## src/rtl/disp_demux_capture.sv

```systemverilog
// Passive monitor for a multiplexed four-digit seven-segment bus.
// It rebuilds the four digit patterns from the active-low anode and
// segment lines. It also reports illegal strobes, completed frames and a
// bus that has gone quiet.
module disp_demux_capture #(
  parameter int STABLE_CNT = 4,
  parameter int TIMEOUT    = 65536
) (
  input  logic       clk,
  input  logic       reset,
  input  logic [3:0] an,
  input  logic [7:0] sseg,
  output logic [7:0] d0,
  output logic [7:0] d1,
  output logic [7:0] d2,
  output logic [7:0] d3,
  output logic [3:0] valid,
  output logic       frame_tick,
  output logic       err,
  output logic       stale
);

  localparam int              TW         = (TIMEOUT > 2) ? $clog2(TIMEOUT) : 1;
  localparam logic [7:0]      STABLE_MAX = 8'(STABLE_CNT);
  localparam logic [TW-1:0]   TIMER_LAST = TW'(TIMEOUT - 1);

  logic [3:0]    an_q, an_d;
  logic [7:0]    sseg_q, sseg_d;
  logic [7:0]    cnt_q, cnt_d;
  logic          done_q, done_d;
  logic [3:0]    seen_q, seen_d;
  logic [TW-1:0] timer_q, timer_d;
  logic [7:0]    dig_q [4];
  logic [7:0]    dig_d [4];
  logic [3:0]    valid_q, valid_d;
  logic          frame_tick_q, frame_tick_d;
  logic          err_q, err_d;
  logic          stale_q, stale_d;

  logic          sample_change;
  logic          accept;
  logic          accept_data;
  logic          one_low;
  logic          multi_low;
  logic          timeout;
  logic [3:0]    low;
  logic [3:0]    seen_base;
  logic [3:0]    write_mask;

  // Stability filter, strobe classification, frame and stale bookkeeping.
  always_comb begin
    an_d   = an;
    sseg_d = sseg;

    // The incoming sample is compared against the registered sample. A
    // segment-only change counts as a new sample.
    sample_change = ({an, sseg} != {an_q, sseg_q});
    accept        = (cnt_q == STABLE_MAX) && !done_q;

    low        = ~an_q;
    one_low    = (low != 4'd0) && ((low & (low - 4'd1)) == 4'd0);
    multi_low  = (low != 4'd0) && !one_low;
    accept_data = accept && one_low;
    write_mask  = accept_data ? low : 4'd0;

    if (sample_change) begin
      cnt_d  = 8'd1;
      done_d = 1'b0;
    end else begin
      cnt_d  = (cnt_q >= STABLE_MAX) ? STABLE_MAX : cnt_q + 8'd1;
      done_d = done_q | accept;
    end

    for (int i = 0; i < 4; i++) begin
      dig_d[i] = write_mask[i] ? sseg_q : dig_q[i];
    end

    // If an acceptance lands on the timeout edge, the acceptance takes precedence.
    timeout = (timer_q == TIMER_LAST) && !accept_data;
    timer_d = (accept_data || timeout) ? '0 : timer_q + 1'b1;

    // A completed frame clears seen, but a digit accepted on the same edge survives.
    seen_base = (seen_q == 4'hF) ? 4'd0 : seen_q;
    if (timeout) begin
      seen_base = 4'd0;
    end
    seen_d = seen_base | write_mask;

    valid_d      = timeout ? 4'd0 : (valid_q | write_mask);
    frame_tick_d = (seen_q == 4'hF);
    err_d        = accept && multi_low;
    stale_d      = timeout;
  end

  // State registers with synchronous reset.
  always_ff @(posedge clk) begin
    if (reset) begin
      an_q         <= 4'hF;
      sseg_q       <= 8'hFF;
      cnt_q        <= 8'd0;
      done_q       <= 1'b0;
      seen_q       <= 4'd0;
      timer_q      <= '0;
      for (int i = 0; i < 4; i++) begin
        dig_q[i] <= 8'hFF;
      end
      valid_q      <= 4'd0;
      frame_tick_q <= 1'b0;
      err_q        <= 1'b0;
      stale_q      <= 1'b0;
    end else begin
      an_q         <= an_d;
      sseg_q       <= sseg_d;
      cnt_q        <= cnt_d;
      done_q       <= done_d;
      seen_q       <= seen_d;
      timer_q      <= timer_d;
      for (int i = 0; i < 4; i++) begin
        dig_q[i] <= dig_d[i];
      end
      valid_q      <= valid_d;
      frame_tick_q <= frame_tick_d;
      err_q        <= err_d;
      stale_q      <= stale_d;
    end
  end

  assign d0         = dig_q[0];
  assign d1         = dig_q[1];
  assign d2         = dig_q[2];
  assign d3         = dig_q[3];
  assign valid      = valid_q;
  assign frame_tick = frame_tick_q;
  assign err        = err_q;
  assign stale      = stale_q;

endmodule
```

## config.mk

```make
export PLATFORM = sky130hd
export DESIGN_NAME = disp_demux_capture
export DESIGN_NICKNAME = d
export VERILOG_FILES = /design/src/rtl/disp_demux_capture.sv
export SDC_FILE = /design/constraint.sdc
export NUM_CORES = 1
export LEC_CHECK = 0
export CORE_MARGIN = 2
export CORE_UTILIZATION = 50
export CTS_BUF_LIST = sky130_fd_sc_hd__clkbuf_4 sky130_fd_sc_hd__clkbuf_8 sky130_fd_sc_hd__clkbuf_16
export DETAILED_ROUTE_END_ITERATION = 7
export GPL_ROUTABILITY_DRIVEN = 0
export PLACE_DENSITY = 0.85
export SYNTH_ARGS = -nofsm -noshare
export SYNTH_HDL_FRONTEND = slang
export SYNTH_SLANG_ARGS = --single-unit
```

## constraint.sdc

```tcl
create_clock -name clk -period 2.7 [get_ports clk]
set_clock_uncertainty 0.1 [all_clocks]
set_input_delay 0.675 -clock clk [delete_from_list [all_inputs] [get_ports clk]]
set_output_delay 0.675 -clock clk [all_outputs]
set_load 0.1 [all_outputs]
```

# [After elaboration in Yosys (flattened, before gate mapping)]
# Memory sizes are Yosys's and may differ from the RTL's.
# Cells that the tools add are included.
[totals] reg_bits=48 ram_bits=32 word_cells=62 mem_count=1
[memory_table] memory="dig_q" words=4 width=8 rd=4 rd_ports_with_merged_regs=0 write_ports=4 line_no="33" rtl="logic [7:0] dig_q [4];"
[classes] n_addsub=3 magnitude_cmp=1 n_eq_ne=4 muxes=16 bitwise_logic=9 reduce_logical=16
[op_table] operator="$mux 8" n=8
[op_table] operator="$add 16x1->16 const B" n=1
[op_table] operator="$eq 16x16->1 const B" n=1
[op_table] operator="$mux 4" n=3
[op_table] operator="$ne 12x12->1" n=1
[op_table] operator="$add 8x1->8 const B" n=1
[op_table] operator="$eq 8x3->1 const B" n=1
[op_table] operator="$ge 8x3->1 const B" n=1
[op_table] operator="$or 4x4->4" n=2
[op_table] operator="$logic_and 1x1->1" n=6
[op_table] operator="$reduce_or 2->1" n=3
[op_table] operator="$or 1x1->1" n=5
[op_table] operator="$and 4x4->4" n=1
[op_table] operator="$eq 4x4->1 const B" n=1
[op_table] operator="$logic_not 4->1" n=1
[op_table] operator="$mux 1" n=4
[op_table] operator="$not 4->4" n=1
[op_table] operator="$reduce_bool 4->1" n=1
[op_table] operator="$sub 4x1->4 const B" n=1
[op_table] operator="$logic_not 1->1" n=3
[op_table] operator="$mux 3" n=1
[op_table] operator="$reduce_or 3->1" n=1
[op_table] operator="$logic_or 1x1->1" n=1

# [Logic depth before layout (Yosys ltp)]
# Gate-level depths: netlist of run 1.
[logic_depth] depth_word=10 ltp_mapped=8 ltp_nobuf=6

# [Least setup slack after synthesis of run 1]
# No wires, ideal clock.
[synth_timing] path_kind="flip-flop to flip-flop" startpoint="register timer_q[0]" endpoint="register valid_q[0] (netlist: valid[0])" setup_ns=0.140 arrival_ns=1.678 t_required_ns=2.460 slack_ns=0.782 stages_incl_launch_ff=7 period_less_slack_ns=1.918 cell_sequence="dfxtp_1 ha_1 nand3_1 or2_1 buf_2 a2111oi_4 o21ai_0"
[synth_between] elab_chain_cells=3
[synth_lines] element="from (decl)" line_no="32" rtl="logic [TW-1:0] timer_q, timer_d;"
[synth_lines] element="from (signal assigned)" line_no="117" rtl="timer_q <= timer_d;"
[synth_lines] element="$eq 16x16->1" line_no="79" rtl="timeout = (timer_q == TIMER_LAST) && !accept_data;"
[synth_lines] element="$logic_and 1x1->1" line_no="79"
[synth_lines] element="$reduce_or 2->1 (no line)"
[synth_lines] element="to (signal assigned)" line_no="121" rtl="valid_q <= valid_d;"
[synth_lines] element="to (decl)" line_no="35" rtl="logic [3:0] valid_q, valid_d;"
# Every way passes these cells.
# A chain may end at the register's enable or synchronous reset.

# [Final worst setup path of run 1]
[layout_timing] startpoint="register timer_q[0]" endpoint="register valid_q[3] (netlist: valid[3])"
# Same word-level chain as after synthesis.

==> results of run 1 <==
## cells in the mapped netlist (2+ instances only)
master,count
xnor2_1,17
nor4_4,2
buf_4,4
nor3_1,15
ha_1,3
inv_1,5
a211oi_1,4
nand4_1,7
o22ai_1,5
and3_1,3
nand4b_1,2
and4_1,2
o21ai_0,3
a21oi_1,2
nand2_1,12
a211o_1,8
mux2i_1,24
nand2b_1,5
nand3_1,5
xor2_1,6
nand3b_1,5
buf_2,2
nor2b_1,9
or3_1,3
nor2_1,34
nor4_1,2
or2_2,12
or4_1,2
buf_6,3
clkbuf_1,8
dfxtp_1,80
o31ai_1,2
## registers in the layout (all words and copies together) (netlist names)
| name | flops |
|---|---|
| sseg_q | 8 |
| done_q | 1 |
| timer_q | 16 |
| cnt_q | 8 |
| dig_q | 32 |
| valid | 4 |
| err | 1 |
| stale | 1 |
| seen_q | 4 |
| frame_tick | 1 |
| an_q | 4 |
## per-layer routing
metal	routed length, µm	global-route usage [%]
met1	2880	23.4
met2	3100	31.5
met3	275	6.13
met4	87	7.04
met5	0	0
## cells in the final DEF, fill, tap and decap left out, types with 4 or more instances in the layout
cell and count:
nand2b_1 5, clkdlybuf4s50_1 12, a211oi_1 4, clkbuf_8 11
xor2_1 6, a211o_1 8, conb_1 5, or2_2 12
xnor2_1 17, dfxtp_1 80, nor3_1 15, nand2_1 12
buf_4 46, o22ai_1 5, mux2i_1 24, nand4_1 7
nor2_1 34, inv_1 5, nor2b_1 9, nand3b_1 5
nand3_1 5
## worst register-to-register path, delay by kind of cell (launching register included)
kind	cells	cell delay, ns
AO/OA/AOI/OAI	2	0.82
adder cells (fa/ha/maj)	1	0.21
flip-flops	1	0.38
AND/OR/NAND/NOR	2	0.56
## logic make-up (layout without fill, tap and decap cells)
logic type	count (synthesis)	in the layout	synth area share, %
AOI/OAI and AO/OA	31	31	7.63
buffers and inverters	23	80	4.27
other	1	5	0.117
muxes	24	24	7.51
adders and majority gates	4	4	1.49
and+or+nand+nor	126	126	22.6
xor gates and xnor gates	23	23	6.30
DFF	80	80	50.1
## area by class of cell
cell class | instances | share of cell area, %
flip-flops and latches | 80 | 41.2
multi-input cells | 213 | 37.9
repair buffers | 59 | 12.1
clock buffers | 11 | 3.89
well taps | 77 | 2.48
clock inverters | 5 | 2.03
inverters | 5 | 0.482
## report_power, final
| group | switching (µW) | leakage, µW | internal (µW) |
|---|---|---|---|
| sequential | 19.2 | 0.000652 | 1200 |
| clock | 417 | 0.000119 | 569 |
| combinational | 49.5 | 0.000843 | 50.8 |
## worst paths after layout
path,end,slack (ns),cells past startpoint
min,valid[2]$_SDFF_PP0_,0.38,2
max reg2reg,valid[3]$_SDFF_PP0_,0.48,5
min reg2reg,valid[2]$_SDFF_PP0_,0.38,2
max,valid[3]$_SDFF_PP0_,0.48,5
## metrics by stage
| stage | total power, µW | cell area [µm²] | hold WS [ns] | std cells |
|---|---|---|---|---|
| floorplan | 1310 | 3210 | 0.332 | 316 |
| global placement | 1340 | 3660 | 0.346 | 434 |
| detailed placement | 1340 | 3660 | 0.360 | 434 |
| CTS | 2330 | 3890 | 0.379 | 450 |
| global route | 2400 | 3890 | 0.396 | 450 |
| finish | 2300 | 3890 | 0.379 | 450 |
==> summary.md, run 1 <==
| Metric | Value |
|---|---|
| WL/cell | 14.1 µm |
| Top cells by area, synth | dfxtp_1 (50%), mux2i_1 (7.5%), xnor2_1 (4.7%) |
| Vias in the first global route | 2300 |
| CP delay by family, top | compound AO/OA/AOI/OAI gates |
| Cell Area, Synth | 0.00320 mm² |
| Setup crit end kind | flip-flop |
| Post-DP HPWL | around 4.5 mm |
| Post-synth top flop | dfxtp_1 |
| Power per cell area | 592 mW/mm² |
| DRT Pass-1 Iters | 4 |
| Biggest area consumer among synthesized cells | dfxtp_1 |
| Final core area utilization | 62.0% |
| Origin of the critical flop-to-flop path | timer_q[0]$_SDFF_PP0_ |
| Post-synth ARST share | 0% |
| HP Class | flip-flop to flip-flop |
| P_leak | 0.00161 µW |
| Largest net degree at the start of global routing | 38 |
| Global-route wire length before repair | 10.6 mm |
| DIE AREA | 0.00705 mm² |
| Critical path type | flip-flop to flip-flop |
| Nets | ~390 |
| Multi-input logic area | ~0.0015 mm² |
| Layout cells sized above 1 | 22.3% |
| Antenna Cells | 0 |
| Setup TNS | 0 ns |
| Slew margin rel. | 59.8% |
| Least-Margin Pin Slew | 0.602 ns |
| Critical Path Source | timer_q[0]$_SDFF_PP0_ |
| Clock latency on the worst-skew pair | 0.35 ns |
| Reg clk slew, reported paths | ~0.080 ns |
| Outcome | complete, no violations |
| Total CTS buffers | 9 |
| Post-route setup slack | about 0.48 ns |
| # resized after CTS | 0 |
| Post-CTS Hold Buffers | 0 |
| Mapped Avg Cell Area | 10.2 µm² |
| Core Region | 0.00628 mm² |
| Peak VDD IR | 0.564 mV |
| CP max stage cell | a2111oi_4 |
| Critical path arrival | approximately 2.3 ns |
| Setup repair bufs after CTS | 0 |
| Vias/cell | approximately 5.2 |
| Clk sink count | 80 |
| Synth Instances | 312 |
| Antenna-violating nets left | 0 |
| Setup violators final | 0 |
| Final period util | between 80 and 90% |
| Antenna violations before repair | 0 |
| Worst Path Buf+Inv | 0 |
| #FFs+latches synth | 80 |
| Vias | 2343 |
| Register area share after synthesis | 50.1% |
| Grt ovf | 0 |
| Worst Min Path Start | valid[2]$_SDFF_PP0_ |
| Fin. max-slew vios | 0 |
| CP startpoint kind | flip-flop |
| # IOs | between 50 and 60 |
| Htree depth | 3 |
| Residual DRC count | 0 |
| Tmin final | 2.22 ns |
| Total Routing Usage GR | between 10% and 20% |
| Initial DRC Count | 86 |
| Area occupied by registers | 0.00160 mm² |
| Fill cells | 521 |
| Die Width | roughly 84 µm |
| WL final | 6.34 mm |
| Placement Setup Slack | 0.399 ns |
| CP max stage delay | approximately 0.63 ns |
| CTS max path bufs | 2 |
| CTS root buf | clkbuf_8 |
| Syn. warnings | 0 |
| Yosys top cell area share | 50.1% |
| FP Rows | 29 |
| Final hold violations | 0 |
| TritonCTS clock tree | done |
| RSZ-0062 raised after global routing | no |
| Total of max-cap violations | 0 |
| Syn-to-layout area delta | 21.7% |
| Die Y-Extent | ~84 µm |
| Port bufs | 52 |
| Starting Density | around half |
| WP data required | 2.80 ns |
| Worst path cell trace | ha_1 -> nand3_1 -> or2_1 -> a2111oi_4 -> o22ai_1 |
| Post-synth EDFFs | 0 |
| Distinct cells, synth | 48 |
| Critical path fanouts, max | 8 |
| Peak Freq | approximately 450 MHz |
Power figures use the tool's default switching activity.
==> run 2, diff against run 1 <==
--- a/config.mk
+++ b/config.mk
@@ -6,11 +6,11 @@
 export NUM_CORES = 1
 export LEC_CHECK = 0
 export CORE_MARGIN = 2
-export CORE_UTILIZATION = 50
+export CORE_UTILIZATION = 47
 export CTS_BUF_LIST = sky130_fd_sc_hd__clkbuf_4 sky130_fd_sc_hd__clkbuf_8 sky130_fd_sc_hd__clkbuf_16
 export DETAILED_ROUTE_END_ITERATION = 7
 export GPL_ROUTABILITY_DRIVEN = 0
-export PLACE_DENSITY = 0.85
+export PLACE_DENSITY = 0.84
 export SYNTH_ARGS = -nofsm -noshare
 export SYNTH_HDL_FRONTEND = slang
 export SYNTH_SLANG_ARGS = --single-unit
==> constraint.sdc (replaced) <==
create_clock -name clk -period 1.9 [get_ports clk]
set_clock_uncertainty 0.1 [all_clocks]
set_input_delay 0.475 -clock clk [delete_from_list [all_inputs] [get_ports clk]]
set_output_delay 0.475 -clock clk [all_outputs]
set_load 0.1 [all_outputs]
==> summary.md, run 2 (synthesis gave the netlist of run 1 again) <==
| Metric | Value |
|---|---|
| Design area | 0.00463 mm² |
| WL final | 7.57 mm |
| Largest Register | dig_q |
| Tmin final | about 1.9 ns |
| Setup crit end kind | flip-flop |
| Peak Freq | about 520 MHz |
| Clk sink count | 80 |
| Dpl cell area | between 0.004 and 0.005 mm² |
| FP Rows | 30 |
| Global-route wire length before repair | 11.5 mm |
| Critical path fanouts, max | 6 |
| Final core area utilization | 69.4% |
| Combinational share of power | 5.7% |
| Total of max-cap violations | 0 |
| Largest net degree at the start of global routing | 22 |
| Post-route setup slack | -0.0173 ns |
| Antenna Cells | 0 |
| Placement Setup Slack | -0.179 ns |
| TritonCTS clock tree | done |
| Worst reg2reg setup slack | -0.02 ns |
| Total CTS buffers | 9 |
| Grt ovf | 0 |
| Failing checks | setup timing |
| Htree depth | 3 |
| Commonest cells after routing, fill and taps aside | dfxtp_1 (74), buf_12 (41), nor2_1 (34), buf_4 (24), mux2i_1 (23) |
| Reg clk slew, reported paths | 0.08 ns |
| DIE AREA | between 0.007 and 0.008 mm² |
| CP startpoint kind | flip-flop |
| # IOs | 53 |
| Fin. max-slew vios | 0 |
| Part of the power in registers | a little under three fifths |
| RSZ-0062 raised after global routing | yes |
| Layout cells sized above 1 | 30.2% |
| Internal Power | 2410 µW |
| WP data required | just over 2 ns |
| Biggest registers after layout | dig_q: 32 flops, timer_q: 16 flops |
| Die Y-Extent | 86.5 µm |
| Core Region | 0.00668 mm² |
| Total Routing Usage GR | 19.9% |
| Nets | 409 |
| Vias in the first global route | 2445 |
| Antenna violations before repair | 0 |
| CTS root buf | clkbuf_8 |
| WL/cell | roughly 16 µm |
| Post-DP HPWL | ~5.1 mm |
| Die Width | between 80 and 90 µm |
| Critical path type | flip-flop to flip-flop |
| Hold depth | 1 |
| Final hold violations | 0 |
| Port bufs | 52 |
| Setup violators final | 2 |
| Initial DRC Count | 77 |
| CTS max path bufs | 2 |
| Starting Density | 47.8% |
| HP Class | flip-flop to flip-flop |
| Fill cells | 456 |
| Post-CTS Hold Buffers | 0 |
| Vias/cell | 5.29 |
| Clock power frac | 38.9% |
| Final period util | 101% |
| Residual DRC count | 0 |
| DRT Pass-1 Iters | 4 |
| Most common cell after layout, fill and taps aside | dfxtp_1 |
| Critical path arrival | just over 2 ns |
| P_leak | 0.00196 µW |
| Vias | approximately 2500 |
| Net Sw Frac | ~23% |
| Peak VDD IR | between 0.6 and 0.7 mV |
| Outcome | finished, violations left |
| Psw | roughly 710 µW |
| Syn-to-layout area delta | 45.0% |
| Antenna-violating nets left | 0 |
| Max reg flops | 32 |
| Clock latency on the worst-skew pair | approximately 0.36 ns |
| Reg2Reg Depth | 5 |
| Power per cell area | 675 mW/mm² |
-- run 2: cell types whose count changed in the layout (fill, tap and decap cells not counted), sizes merged --
cell      before  now
clkinvlp       0    2
clkbuf        11   12
buf           47   69
bufinv         2    1
-- run 2: layout make-up --
class,count,area [µm²],share of cell area (%)
flip-flops and latches,80,1610,34.7
repair buffers,83,1210,26.1
well taps,80,100,2.16
multi-input cells,213,1510,32.5
clock inverters,6,60.1,1.30
inverters,5,18.8,0.405
clock buffers,10,131,2.83
-- run 2: worst max-delay path, cell delays in order (launching register included) --
cell and delay (ns):
dfxtp_1 0.30, or4_4 0.57, nor3_4 0.25, nand3b_1 0.22, buf_4 0.22, mux2i_1 0.12
-- run 2: per-layer routing --
| layer | GRT usage [%] | wire (µm) | up-vias |
|---|---|---|---|
| met5 | 0 | 0 | - |
| met4 | 6.11 | 101 | 0 |
| met3 | 6.48 | 249 | 10 |
| met2 | 33.8 | 3990 | 51 |
| met1 | 24.1 | 3230 | 1226 |
| li1 | - | - | 1236 |
-- run 2: what timing repair did --
item	4_1_cts	5_1_grt
setup endpoints to repair	26	42
cloned	0	3
buffers inserted	1	8
gates resized for setup	3	15
pin swaps	3	3
-- run 2: power groups by stage --
stage	sequential, µW	clock, µW	combinational, µW
finish	1730	1220	178
global route	1740	1300	194
CTS	1730	1220	157
detailed placement	1770	0	155
global placement	1770	0	150
floorplan	1760	0	104
-- run 2: stage by stage --
| step | TNS (ns) | cells | hold WS [ns] | power (µW) |
|---|---|---|---|---|
| after floorplan | 0 | 316 | 0.332 | 1860 |
| after global placement | -0.612 | 449 | 0.343 | 1920 |
| after detailed placement | -1.42 | 449 | 0.366 | 1920 |
| after CTS | 0 | 466 | 0.385 | 3110 |
| after global routing | -0.427 | 477 | 0.401 | 3230 |
| final | -0.0194 | 477 | 0.383 | 3130 |
-- run 2: path summary, 6_finish.rpt --
path                          from                  endpoint
max            cnt_q[5]$_SDFF_PP0_  dig_q[0][9]$_SDFFE_PP1P_
max reg2reg    cnt_q[5]$_SDFF_PP0_  dig_q[0][9]$_SDFFE_PP1P_
min          timer_q[0]$_SDFF_PP0_     timer_q[0]$_SDFF_PP0_
min reg2reg  timer_q[0]$_SDFF_PP0_     timer_q[0]$_SDFF_PP0_
